==> src/rtl/mod12_pkg.sv <==
// Shared constants, FSM state type and step prediction for the mod-12 count tracker.
package mod12_pkg;

  localparam logic [3:0] MOD12_MAX   = 4'd11;
  localparam logic [3:0] BCD_INVALID = 4'hF;

  typedef enum logic [1:0] {
    StEmpty,
    StTrack,
    StFault
  } state_e;

  // Value the counter must present next, given the previous count and direction.
  function automatic logic [3:0] next_expected(input logic [3:0] p, input logic d);
    logic [3:0] nxt;
    if (d) begin
      nxt = (p == MOD12_MAX) ? 4'd0 : p + 4'd1;
    end else begin
      nxt = (p == 4'd0) ? MOD12_MAX : p - 4'd1;
    end
    return nxt;
  endfunction

endpackage

==> src/rtl/mod12_to_bcd.sv <==
// Combinational 4-bit count to two-digit BCD; codes above 11 map to BCD_INVALID on both digits.
module mod12_to_bcd
  import mod12_pkg::*;
(
  input  logic [3:0] bin_i,
  output logic [3:0] tens_o,
  output logic [3:0] ones_o
);

  always_comb begin
    tens_o = 4'd0;
    ones_o = bin_i;
    if (bin_i > MOD12_MAX) begin
      tens_o = BCD_INVALID;
      ones_o = BCD_INVALID;
    end else if (bin_i >= 4'd10) begin
      tens_o = 4'd1;
      ones_o = bin_i - 4'd10;
    end
  end

endmodule

==> src/rtl/mod12_count_tracker.sv <==
// Monitors a mod-12 up/down counter: BCD display, wrap pulses, net-wrap epoch and sticky
// range/step error flags.
module mod12_count_tracker
  import mod12_pkg::*;
#(
  parameter int unsigned EPOCH_W = 8
) (
  input  logic               clk,
  input  logic               rst,
  input  logic [3:0]         q_in,
  input  logic               mod_in,
  input  logic               err_clr,
  output logic [3:0]         bcd_tens,
  output logic [3:0]         bcd_ones,
  output logic               wrap_up,
  output logic               wrap_dn,
  output logic [EPOCH_W-1:0] epoch,
  output logic               err_range,
  output logic               err_step,
  output logic               locked
);

  state_e               state_q, state_d;
  logic [3:0]           p_q, p_d;
  logic                 d_q, d_d;
  logic [3:0]           tens_q, tens_d, ones_q, ones_d;
  logic                 wrap_up_q, wrap_up_d, wrap_dn_q, wrap_dn_d;
  logic [EPOCH_W-1:0]   epoch_q, epoch_d;
  logic                 err_range_q, err_range_d, err_step_q, err_step_d;
  logic                 locked_q, locked_d;

  logic [3:0] conv_tens, conv_ones, expected;
  logic       in_range;

  mod12_to_bcd u_bcd (
    .bin_i  (q_in),
    .tens_o (conv_tens),
    .ones_o (conv_ones)
  );

  assign expected = next_expected(p_q, d_q);
  assign in_range = (q_in <= MOD12_MAX);

  always_comb begin
    state_d     = state_q;
    p_d         = q_in;
    d_d         = mod_in;
    tens_d      = conv_tens;
    ones_d      = conv_ones;
    wrap_up_d   = 1'b0;
    wrap_dn_d   = 1'b0;
    epoch_d     = epoch_q;
    err_range_d = err_range_q;
    err_step_d  = err_step_q;

    // err_clr overrides any error detected on the same edge; the sample is still captured.
    if (err_clr) begin
      state_d     = StEmpty;
      epoch_d     = '0;
      err_range_d = 1'b0;
      err_step_d  = 1'b0;
    end else begin
      unique case (state_q)
        StEmpty: begin
          if (!in_range) begin
            state_d     = StFault;
            err_range_d = 1'b1;
          end else begin
            state_d = StTrack;
          end
        end
        StTrack: begin
          if (!in_range) begin
            state_d     = StFault;
            err_range_d = 1'b1;
          end else if (q_in != expected) begin
            state_d    = StFault;
            err_step_d = 1'b1;
          end else if (d_q && (p_q == MOD12_MAX) && (q_in == 4'd0)) begin
            wrap_up_d = 1'b1;
            epoch_d   = epoch_q + EPOCH_W'(1);
          end else if (!d_q && (p_q == 4'd0) && (q_in == MOD12_MAX)) begin
            wrap_dn_d = 1'b1;
            epoch_d   = epoch_q - EPOCH_W'(1);
          end
        end
        StFault: ;
        default: state_d = StEmpty;
      endcase
    end

    locked_d = (state_d == StTrack);
  end

  always_ff @(posedge clk) begin
    if (rst) begin
      state_q     <= StEmpty;
      p_q         <= 4'd0;
      d_q         <= 1'b0;
      tens_q      <= 4'd0;
      ones_q      <= 4'd0;
      wrap_up_q   <= 1'b0;
      wrap_dn_q   <= 1'b0;
      epoch_q     <= '0;
      err_range_q <= 1'b0;
      err_step_q  <= 1'b0;
      locked_q    <= 1'b0;
    end else begin
      state_q     <= state_d;
      p_q         <= p_d;
      d_q         <= d_d;
      tens_q      <= tens_d;
      ones_q      <= ones_d;
      wrap_up_q   <= wrap_up_d;
      wrap_dn_q   <= wrap_dn_d;
      epoch_q     <= epoch_d;
      err_range_q <= err_range_d;
      err_step_q  <= err_step_d;
      locked_q    <= locked_d;
    end
  end

  assign bcd_tens  = tens_q;
  assign bcd_ones  = ones_q;
  assign wrap_up   = wrap_up_q;
  assign wrap_dn   = wrap_dn_q;
  assign epoch     = epoch_q;
  assign err_range = err_range_q;
  assign err_step  = err_step_q;
  assign locked    = locked_q;

endmodule

==> config.mk <==
export PLATFORM = sky130hd
export DESIGN_NAME = mod12_count_tracker
export DESIGN_NICKNAME = d
export VERILOG_FILES = /design/src/rtl/mod12_pkg.sv /design/src/rtl/mod12_to_bcd.sv /design/src/rtl/mod12_count_tracker.sv
export SDC_FILE = /design/constraint.sdc
export NUM_CORES = 1
export LEC_CHECK = 0
export BUFFER_PORTS_ARGS = -buffer_cell sky130_fd_sc_hd__buf_2
export CORE_MARGIN = 2
export CORE_UTILIZATION = 27
export DETAILED_ROUTE_END_ITERATION = 10
export GPL_TIMING_DRIVEN = 0
export SYNTH_ARGS = -nofsm -noshare
export SYNTH_HDL_FRONTEND = slang
export SYNTH_SLANG_ARGS = --single-unit
export TNS_END_PERCENT = 100
==> constraint.sdc <==
create_clock -name clk -period 3.9 [get_ports clk]
set_input_delay 0.39 -clock clk [delete_from_list [all_inputs] [get_ports clk]]
set_output_delay 0.39 -clock clk [all_outputs]
set_load 0.03 [all_outputs]
### After elaboration in Yosys (flattened, before gate mapping)

Cells that the tools add are included.

| cells by class | value |
|---|---|
| mux-type cells | 16 |
| reduce and logical (&&, ||, !) cells | 16 |
| bitwise gates (word level) | 3 |
| eq/ne operators | 6 |
| $add $sub $neg | 5 |
| order comparisons | 3 |

Operators with widths:

| kind | count |
|---|---|
| 2-to-1 mux 4 bit | 6 |
| 2-to-1 mux 8 bit | 2 |
| adder 8 x 1 -> 8 bit (second input constant) | 1 |
| equality test 4 bit (second input constant) | 2 |
| logical NOT 4 bit | 2 |
| 2-to-1 mux 2 bit | 4 |
| subtractor 8 x 1 -> 8 bit (second input constant) | 1 |
| case mux 2 bit (3 select lines) | 1 |
| OR reduction 6 bit | 1 |
| OR reduction 5 bit | 1 |
| adder 4 x 1 -> 4 bit (second input constant) | 1 |
| equality test 2 x 1 -> 1 bit (second input constant) | 2 |
| >= comparator 4 bit (second input constant) | 1 |
| greater-than comparator 4 bit (second input constant) | 1 |
| <= comparator 4 bit (second input constant) | 1 |
| logical AND 1 bit | 4 |
| != test 4 bit | 1 |
| AND reduction 4 bit | 1 |
| OR reduction 2 bit | 2 |
| subtractor 4 x 1 -> 4 bit (second input constant) | 1 |
| subtractor 4 bit (second input constant) | 1 |
| 2-to-1 mux 1 bit | 3 |
| NOT 1 bit | 3 |
| AND reduction 3 bit | 1 |
| other kinds (5) | 5 |

| word-level totals | value |
|---|---|
| flip-flop bits (word level) | 28 |
| output and inout bits | 21 |
| input bits | 8 |
| word-level logic and storage cells | 60 |

### Logic depth before layout (Yosys ltp)

Gate-level depths: netlist of the first run.

| logic depth | value |
|---|---|
| word-level depth | 9 |
| mapped depth | 11 |
| gate-level depth less buffers | 11 |

### Cells and area by module

Synthesis of the first run repeated with hierarchy kept, for this count alone.

| second synthesis, totals | value |
|---|---|
| cell total of the unflattened synthesis | 184 |
| area total of the unflattened synthesis | 1709.1 sq um |

By module, submodules not included:

| module | area an instance (sq um) | times used | sequential area each (sq um) | cells an instance |
|---|---|---|---|---|
| mod12_count_tracker | 1626.6 | 1 | 560.5 | 172 |
| mod12_to_bcd | 82.6 | 1 | 0.0 | 12 |

### Least setup slack after synthesis of the first run

OpenSTA, ideal clock, no wires.

| timing path | value |
|---|---|
| kind | register -> register |
| start | register p_q[0] |
| end | register epoch_q[7] (netlist: epoch[7]) |
| arrival time | 2.585 ns |
| setup time | 0.070 ns |
| buffers on the path | 0 |
| cell stages (with the launch flop) | 12 |
| clock period less this slack | 2.656 ns |
| setup slack | 1.244 ns |
| required time | 3.830 ns |
| path through | dfxtp_1 > ha_1 > nand4b_1 > nor3_1 > nand2_1 > ha_1 > nand3_1 > o2111ai_1 > o211ai_1 > xor2_1 > or4_1 > a21oi_1 |

| on the way | value |
|---|---|
| longest elaborated chain between the ends | 6 |
| elaborated cells on any way between the ends | 16 |
| those cells by class | add/sub (2); eq/ne (2); mux (4); bitwise (1); reduce/logical (7) |

RTL lines:

| element | line | RTL |
|---|---|---|
| from (decl) | mod12_count_tracker.sv:24 | `logic [3:0] p_q, p_d;` |
| from (signal assigned) | mod12_count_tracker.sv:110 | `p_q <= p_d;` |
| subtractor 4 x 1 -> 4 bit, or another cell as far along | mod12_pkg.sv:19 | `nxt = (p == 4'd0) ? MOD12_MAX : p - 4'd1;` |
| 2-to-1 mux 4 bit (on tied branches) | mod12_pkg.sv:19, mod12_pkg.sv:17 |  |
| 2-to-1 mux 4 bit | mod12_pkg.sv:16 | `if (d) begin` |
| != test 4 bit | mod12_count_tracker.sv:76 | `end else if (q_in != expected) begin` |
| NOT 1 bit (no line) | - |  |
| AND reduction 4 bit (no line) | - |  |
| to (signal assigned) | mod12_count_tracker.sv:116 | `epoch_q <= epoch_d;` |
| to (decl) | mod12_count_tracker.sv:28 | `logic [EPOCH_W-1:0] epoch_q, epoch_d;` |

Several ways; a longest one is shown, not always the timed one.
A chain may end at the register's enable or synchronous reset.

### Final worst setup path of the first run

Ends and elaborated chain as after synthesis.

==> qor.yml, run 1 <==
max_stage_delay_ns: 0.47
synthXorXnorAreaFrac_pct: 5.32
cts_buffers: 3
max_cap_viol_count: 0
critical_path_arrival_ns: 3.36
rsz0062_at_grt: "false"
grt_max_degree: 16
cts_hold_buf: 0
crit_top_cell: "ha_1"
vias_per_cell: 4.85
synthArstFlopShare_pct: 0
status: "complete, no violations"
areaGrowthSynthToFinish_pct: 19.8
antenna_cells: 0
synth_top_area_cell: "dfxtp_1"
grt_overflow: 0
grt_pass1_wl_um: 5430
fin_skew_ns: 0.00641
root_buffer: "clkbuf_8"
min_path_type: "in -> reg"
cp_max_fo: 9
syn-num-nets: 185
coreArea_um2: 5170
yosysWarnings: 0
drt_iter0_markers: 39
fin_ws_ns: 0.740
grt_pass1_vias: 1189
min_period_ns: 3.16
dpl_worst_slack_ns: 0.830
cts_resized: 0
synthTopCellsByArea: "dfxtp_1 (36%), ha_1 (7.7%), a21oi_1 (4.5%), nor2_1 (3.9%), xnor2_1 (3.0%)"
cts_max_level: 1
route.detailed.drc: 0
yosys.area_share.simple_pct: 24.1
die_area_um2: 6000
irDropWorstVdd_v: 0.000191
synth_compound_area_share_pct: 17.2
synth_edf_count: 0
final_common_cell: "buf_2"
rows: 26
yosys-mux-area-fraction_pct: 2.23
setup_viol: 0
cts_setup_buffers: 0
ys_types: 47
slew_viol_final: 0
antenna_found_initial: 0
pin_count: 29
start_util_pct: 28.2
power.leakage_nw: 0.751
synthAdderAreaFrac_pct: 9.10
slew_headroom_pct: 51.2
finalWirelength_um: 3310
ys_ff_latch: 26
yosys_most_used_dff: "dfxtp_1"
clock.fmax_mhz: 316
clock_path_buffers: 2
clock_latency_ns: 0.27
syn_area_um2: 1460
die_w_um: 77.5
yosysSeqAreaShare_pct: 35.7
nets: 216
worstPathRequired_ns: 4.10
critPathLaunchType: "register"
netlist_instances: 167
vias: 1294
final_antenna_net_count: 0
cts.sinks: 26
cp-end-kind: "register"
port_buffers: 26
crit_path_top_delay_cell: "ha_1"
fin_crit_sh_pct: 81.0
worstMarginPinSlew_ns: 0.727
firstDrtPassIters: 4
cts.clk_slew.worst_paths_ns: 0.10
fin_tns_setup_ns: 0
layout_common_cells: "buf_2 (28), dfxtp_1 (26), nor2_1 (15), a21oi_1 (13)"
crit_chain: "ha_1 > nand4b_1 > nor3_1 > nand2_1 > ha_1 > nand3_1 > o2111ai_1 > o211ai_1 > xor2_1 > or4_1 > a21oi_1"
dp_hpwl_um: 2570
synth_top_family_by_area: "simple AND/OR/NAND/NOR gates"
hold_violations: 0
crit_type: "reg -> reg"
crit_family: "simple AND/OR/NAND/NOR gates"
synth.top_cell.area_share_pct: 35.7
drive_gt1_share_pct: 21.3
power.density_nw_per_um2: 337
postSynthAreaPerCell_um2: 8.73
die_h_um: 77.5
wl_per_cell_um: 12.4
cts_tree: "yes"
grt_use_total_pct: 11.1
path_buf_inv: 0
place_congestion: 0.790
==> metrics by stage <==
stage                     util (%)  hold slack, ns  instance area, um2  cells  total power, mW
after floorplan                  -           0.457                1460    167            0.345
after detailed placement      32.4           0.469                1680    263            0.367
after CTS                     33.8           0.324                1750    267            0.592
final                         33.8           0.327                1750    267            0.588
after global routing          33.8           0.342                1750    267            0.609
after global placement        32.4           0.449                1680    263            0.366
==> layout make-up <==
class                      count  area (um2)
sequential                    26         520
inverter                      10        37.5
timing repair buffer          26         130
multi-input combinational    122         845
fill                         564        3430
clock inverter                 1        30.0
clock buffer                   3        41.3
buffer                         9        55.1
tap                           70        87.6
==> report_power, final <==
part / internal, mW / switching, mW
registers: 0.274 / 0.00561
logic: 0.0313 / 0.0498
clock network: 0.137 / 0.0894
==> logic make-up (layout without fill, tap and decap cells) <==
logic type	count (synthesis)	count (layout)
XOR/XNOR	8	8
adder cells (fa/ha/maj)	10	10
AO/OA/AOI/OAI	38	38
buffers and inverters	19	49
multiplexers	2	2
flip-flops	26	26
AND/OR/NAND/NOR	64	64
==> per-layer routing <==
layer | share of wire [%] | vias to the layer above | wire length [um] | global-route usage [%]
met5 | 0 | - | 0 | 0
met4 | 1.0 | 0 | 34 | 4.29
met3 | 3.0 | 2 | 101 | 1.86
met2 | 51 | 22 | 1680 | 20.1
met1 | 45 | 611 | 1500 | 13.1
li1 | - | 659 | - | -
==> cells in the mapped netlist (2+ instances only) <==
master,instances
a21oi_1,13
nand3_1,6
nand2_1,10
and2_1,3
nand4b_1,3
and3_1,2
a221oi_1,2
nor2_1,15
clkbuf_1,3
buf_4,3
xnor2_1,5
o21ai_0,7
o211ai_1,3
o2111ai_1,3
dfxtp_1,26
nor3_1,6
nor2b_1,2
xor2_1,2
nand2b_1,4
inv_1,10
or3_1,3
ha_1,9
or2_2,2
buf_2,2
==> worst paths after layout <==
path         slack [ns]  startpoint         to  depth (start not counted)
min                0.33      mod_in        d_q                          2
max                0.74      p_q[0]   epoch[7]                         11
max reg2reg        0.74      p_q[0]   epoch[7]                         11
min reg2reg        0.48   err_range  err_range                          2
==> registers in the layout, summed over array words and instances (netlist names) <==
| name | count |
|---|---|
| bcd_ones | 4 |
| bcd_tens | 2 |
| d_q | 1 |
| epoch | 8 |
| err_range | 1 |
| err_step | 1 |
| locked | 1 |
| p_q | 4 |
| state_q | 2 |
| wrap_dn | 1 |
| wrap_up | 1 |
(Power assumes the default switching activity.)
==> inputs of run 2 (changes only) <==
clock period = 3.2 ns   (was 3.9 ns; I/O delays follow)
==> qor.yml, run 2 (synthesized netlist as in run 1, its figures left out) <==
grt_use_total_pct: 11.1  # unchanged
power_mw: 0.719  # +22%
fin_ws_ns: 0.250  # -0.490 ns
dpl_worst_slack_ns: 0.130  # -0.700 ns
r2r_slack_ns: 0.25  # -0.49 ns
cp-startpoint: "p_q[0]"
drt_iter0_markers: 47  # +21%
grtUsageMet3_pct: 1.86  # unchanged
rows: 26  # unchanged
pin_count: 29  # unchanged
fin_util_pct: 33.9  # +0.15 points
regToRegStartpoint: "p_q[0]"
drive_gt1_share_pct: 22.3  # +1.0 points
critical_path_arrival_ns: 3.16  # -0.20 ns
route.detailed.drc: 0  # unchanged
areaGrowthSynthToFinish_pct: 20.3
fin_crit_sh_pct: 92.2  # +11 points
place_inst: 263  # unchanged
die_area_um2: 6000  # unchanged
final_common_cell: "buf_2"
port_buffers: 26  # unchanged
root_buffer: "clkbuf_8"
layout_common_cells: "buf_2 (28), dfxtp_1 (26), nor2_1 (15), a21oi_1 (13), inv_1 (10)"
cp-end-kind: "register"
vias: 1306  # +0.93%
grt_overflow: 0  # unchanged
largest_reg_flops: 8  # unchanged
layout.cells.non_filler: 267  # unchanged
grt_max_degree: 16  # unchanged
worstMarginPinSlew_ns: 0.727  # -0.0000729 ns
clock_latency_ns: 0.28  # about the same
antenna_found_initial: 0  # unchanged
crit_type: "reg -> reg"
status: "complete, no violations"
grt_pass1_vias: 1189  # unchanged
worstPathRequired_ns: 3.41  # -0.69 ns
slew_headroom_pct: 51.2  # about the same
rr_worst_depth: 11  # unchanged
vias_per_cell: 4.89  # +0.93%
fin_skew_ns: 0.00547  # -0.000948 ns
final_antenna_net_count: 0  # unchanged
cp_max_fo: 9  # unchanged
cts_tree: "yes"
antenna_cells: 0  # unchanged
multi_input_area_um2: 852  # +0.89%
coreArea_um2: 5170  # unchanged
fin_tns_setup_ns: 0  # unchanged
cts_buffers: 3  # unchanged
n_fill_cell: 561  # -0.53%
critPathLaunchType: "register"
power.leakage_nw: 0.754  # +0.29%
min_path_type: "in -> reg"
cts.clk_slew.worst_paths_ns: 0.10  # about the same
grt_busiest_layer: "met2"
crit_end: "epoch[7]"
final-seq-area_um2: 520  # unchanged
cts_max_level: 1  # unchanged
irDropWorstVdd_v: 0.000233  # +22%
dp_hpwl_um: 2570  # unchanged
place_congestion: 0.790  # unchanged
min_period_ns: 2.95  # -0.210 ns
setup_viol: 0  # unchanged
cts_setup_buffers: 0  # unchanged
clock.fmax_mhz: 339  # +7.1%
hold_violations: 0  # unchanged
slew_viol_final: 0  # unchanged
die_h_um: 77.5  # unchanged
max_cap_viol_count: 0  # unchanged
cts.sinks: 26  # unchanged
met2_usage_pct: 20.1  # unchanged
power.density_nw_per_um2: 410  # +22%
r2r_end: "epoch[7]"
met1_usage_pct: 13.1  # unchanged
wl_per_cell_um: 12.4  # +0.27%
start_util_pct: 28.2  # unchanged
clock_path_buffers: 2  # unchanged
rsz0062_at_grt: "false"
nets: 216  # unchanged
grt_pass1_wl_um: 5430  # unchanged
firstDrtPassIters: 4  # unchanged
finalWirelength_um: 3320  # +0.27%
die_w_um: 77.5  # unchanged
[run 2: cell count changes in the layout (fill, tap and decap cells not counted)]
| cell | before | now |
|---|---|---|
| nand2_1 | 10 | 9 |
| nand2_2 | 0 | 1 |
| nor3_1 | 6 | 5 |
| nor3_2 | 0 | 1 |
[run 2: report_power, final]
| group | total [mW] | switching [mW] | internal, mW |
|---|---|---|---|
| registers | 0.341 | 0.00698 | 0.334 |
| clock network | 0.278 | 0.111 | 0.168 |
| logic | 0.0991 | 0.0610 | 0.0382 |
| total | 0.719 | 0.179 | 0.540 |
[run 2: final cells by class]
class,instances,share of cell area (%)
sequential,26,29.7
multi-input combinational,122,48.6
inverter,10,2.14
buffer,9,3.14
tap,70,4.99
clock buffer,3,2.35
clock inverter,1,1.71
timing repair buffer,26,7.42
[run 2: worst min-delay path by stage]
stage                        endpoint  cells past startpoint      from
after floorplan           bcd_ones[3]                      1   q_in[1]
after global placement       err_step                      2  err_step
after detailed placement     err_step                      2  err_step
after CTS                         d_q                      2    mod_in
after global routing              d_q                      2    mod_in
final                             d_q                      2    mod_in
[run 2: per-layer routing]
layer | share of wire, % | vias to the layer above
met5 | 0 | -
met4 | 1.3 | 0
met3 | 2.8 | 4
met2 | 50 | 20
met1 | 45 | 623
li1 | - | 659
[run 2: stage by stage]
step / hold WS, ns / cell area (um2)
6_report: 0.253 / 1750
5_1_grt: 0.272 / 1750
4_1_cts: 0.254 / 1750
3_5_place_dp: 0.469 / 1680
3_3_place_gp: 0.449 / 1680
2_1_floorplan: 0.412 / 1460
[run 2: what timing repair did]
| item | in CTS | in global routing |
|---|---|---|
| endpoints found under the hold margin | 0 | 0 |
| resized for setup | 0 | 2 |
| hold buffers | 0 | 0 |
| setup endpoints to repair | 0 | 2 |
[run 2: critical path, cell delays in order, from the launching register on]
cell and delay [ns]:
dfxtp_1 0.45, ha_1 0.26, nand4b_1 0.18, nor3_2 0.21, nand2_2 0.20, ha_1 0.41
nand3_1 0.11, o2111ai_1 0.21, o211ai_1 0.13, xor2_1 0.17, or4_1 0.40, a21oi_1 0.14
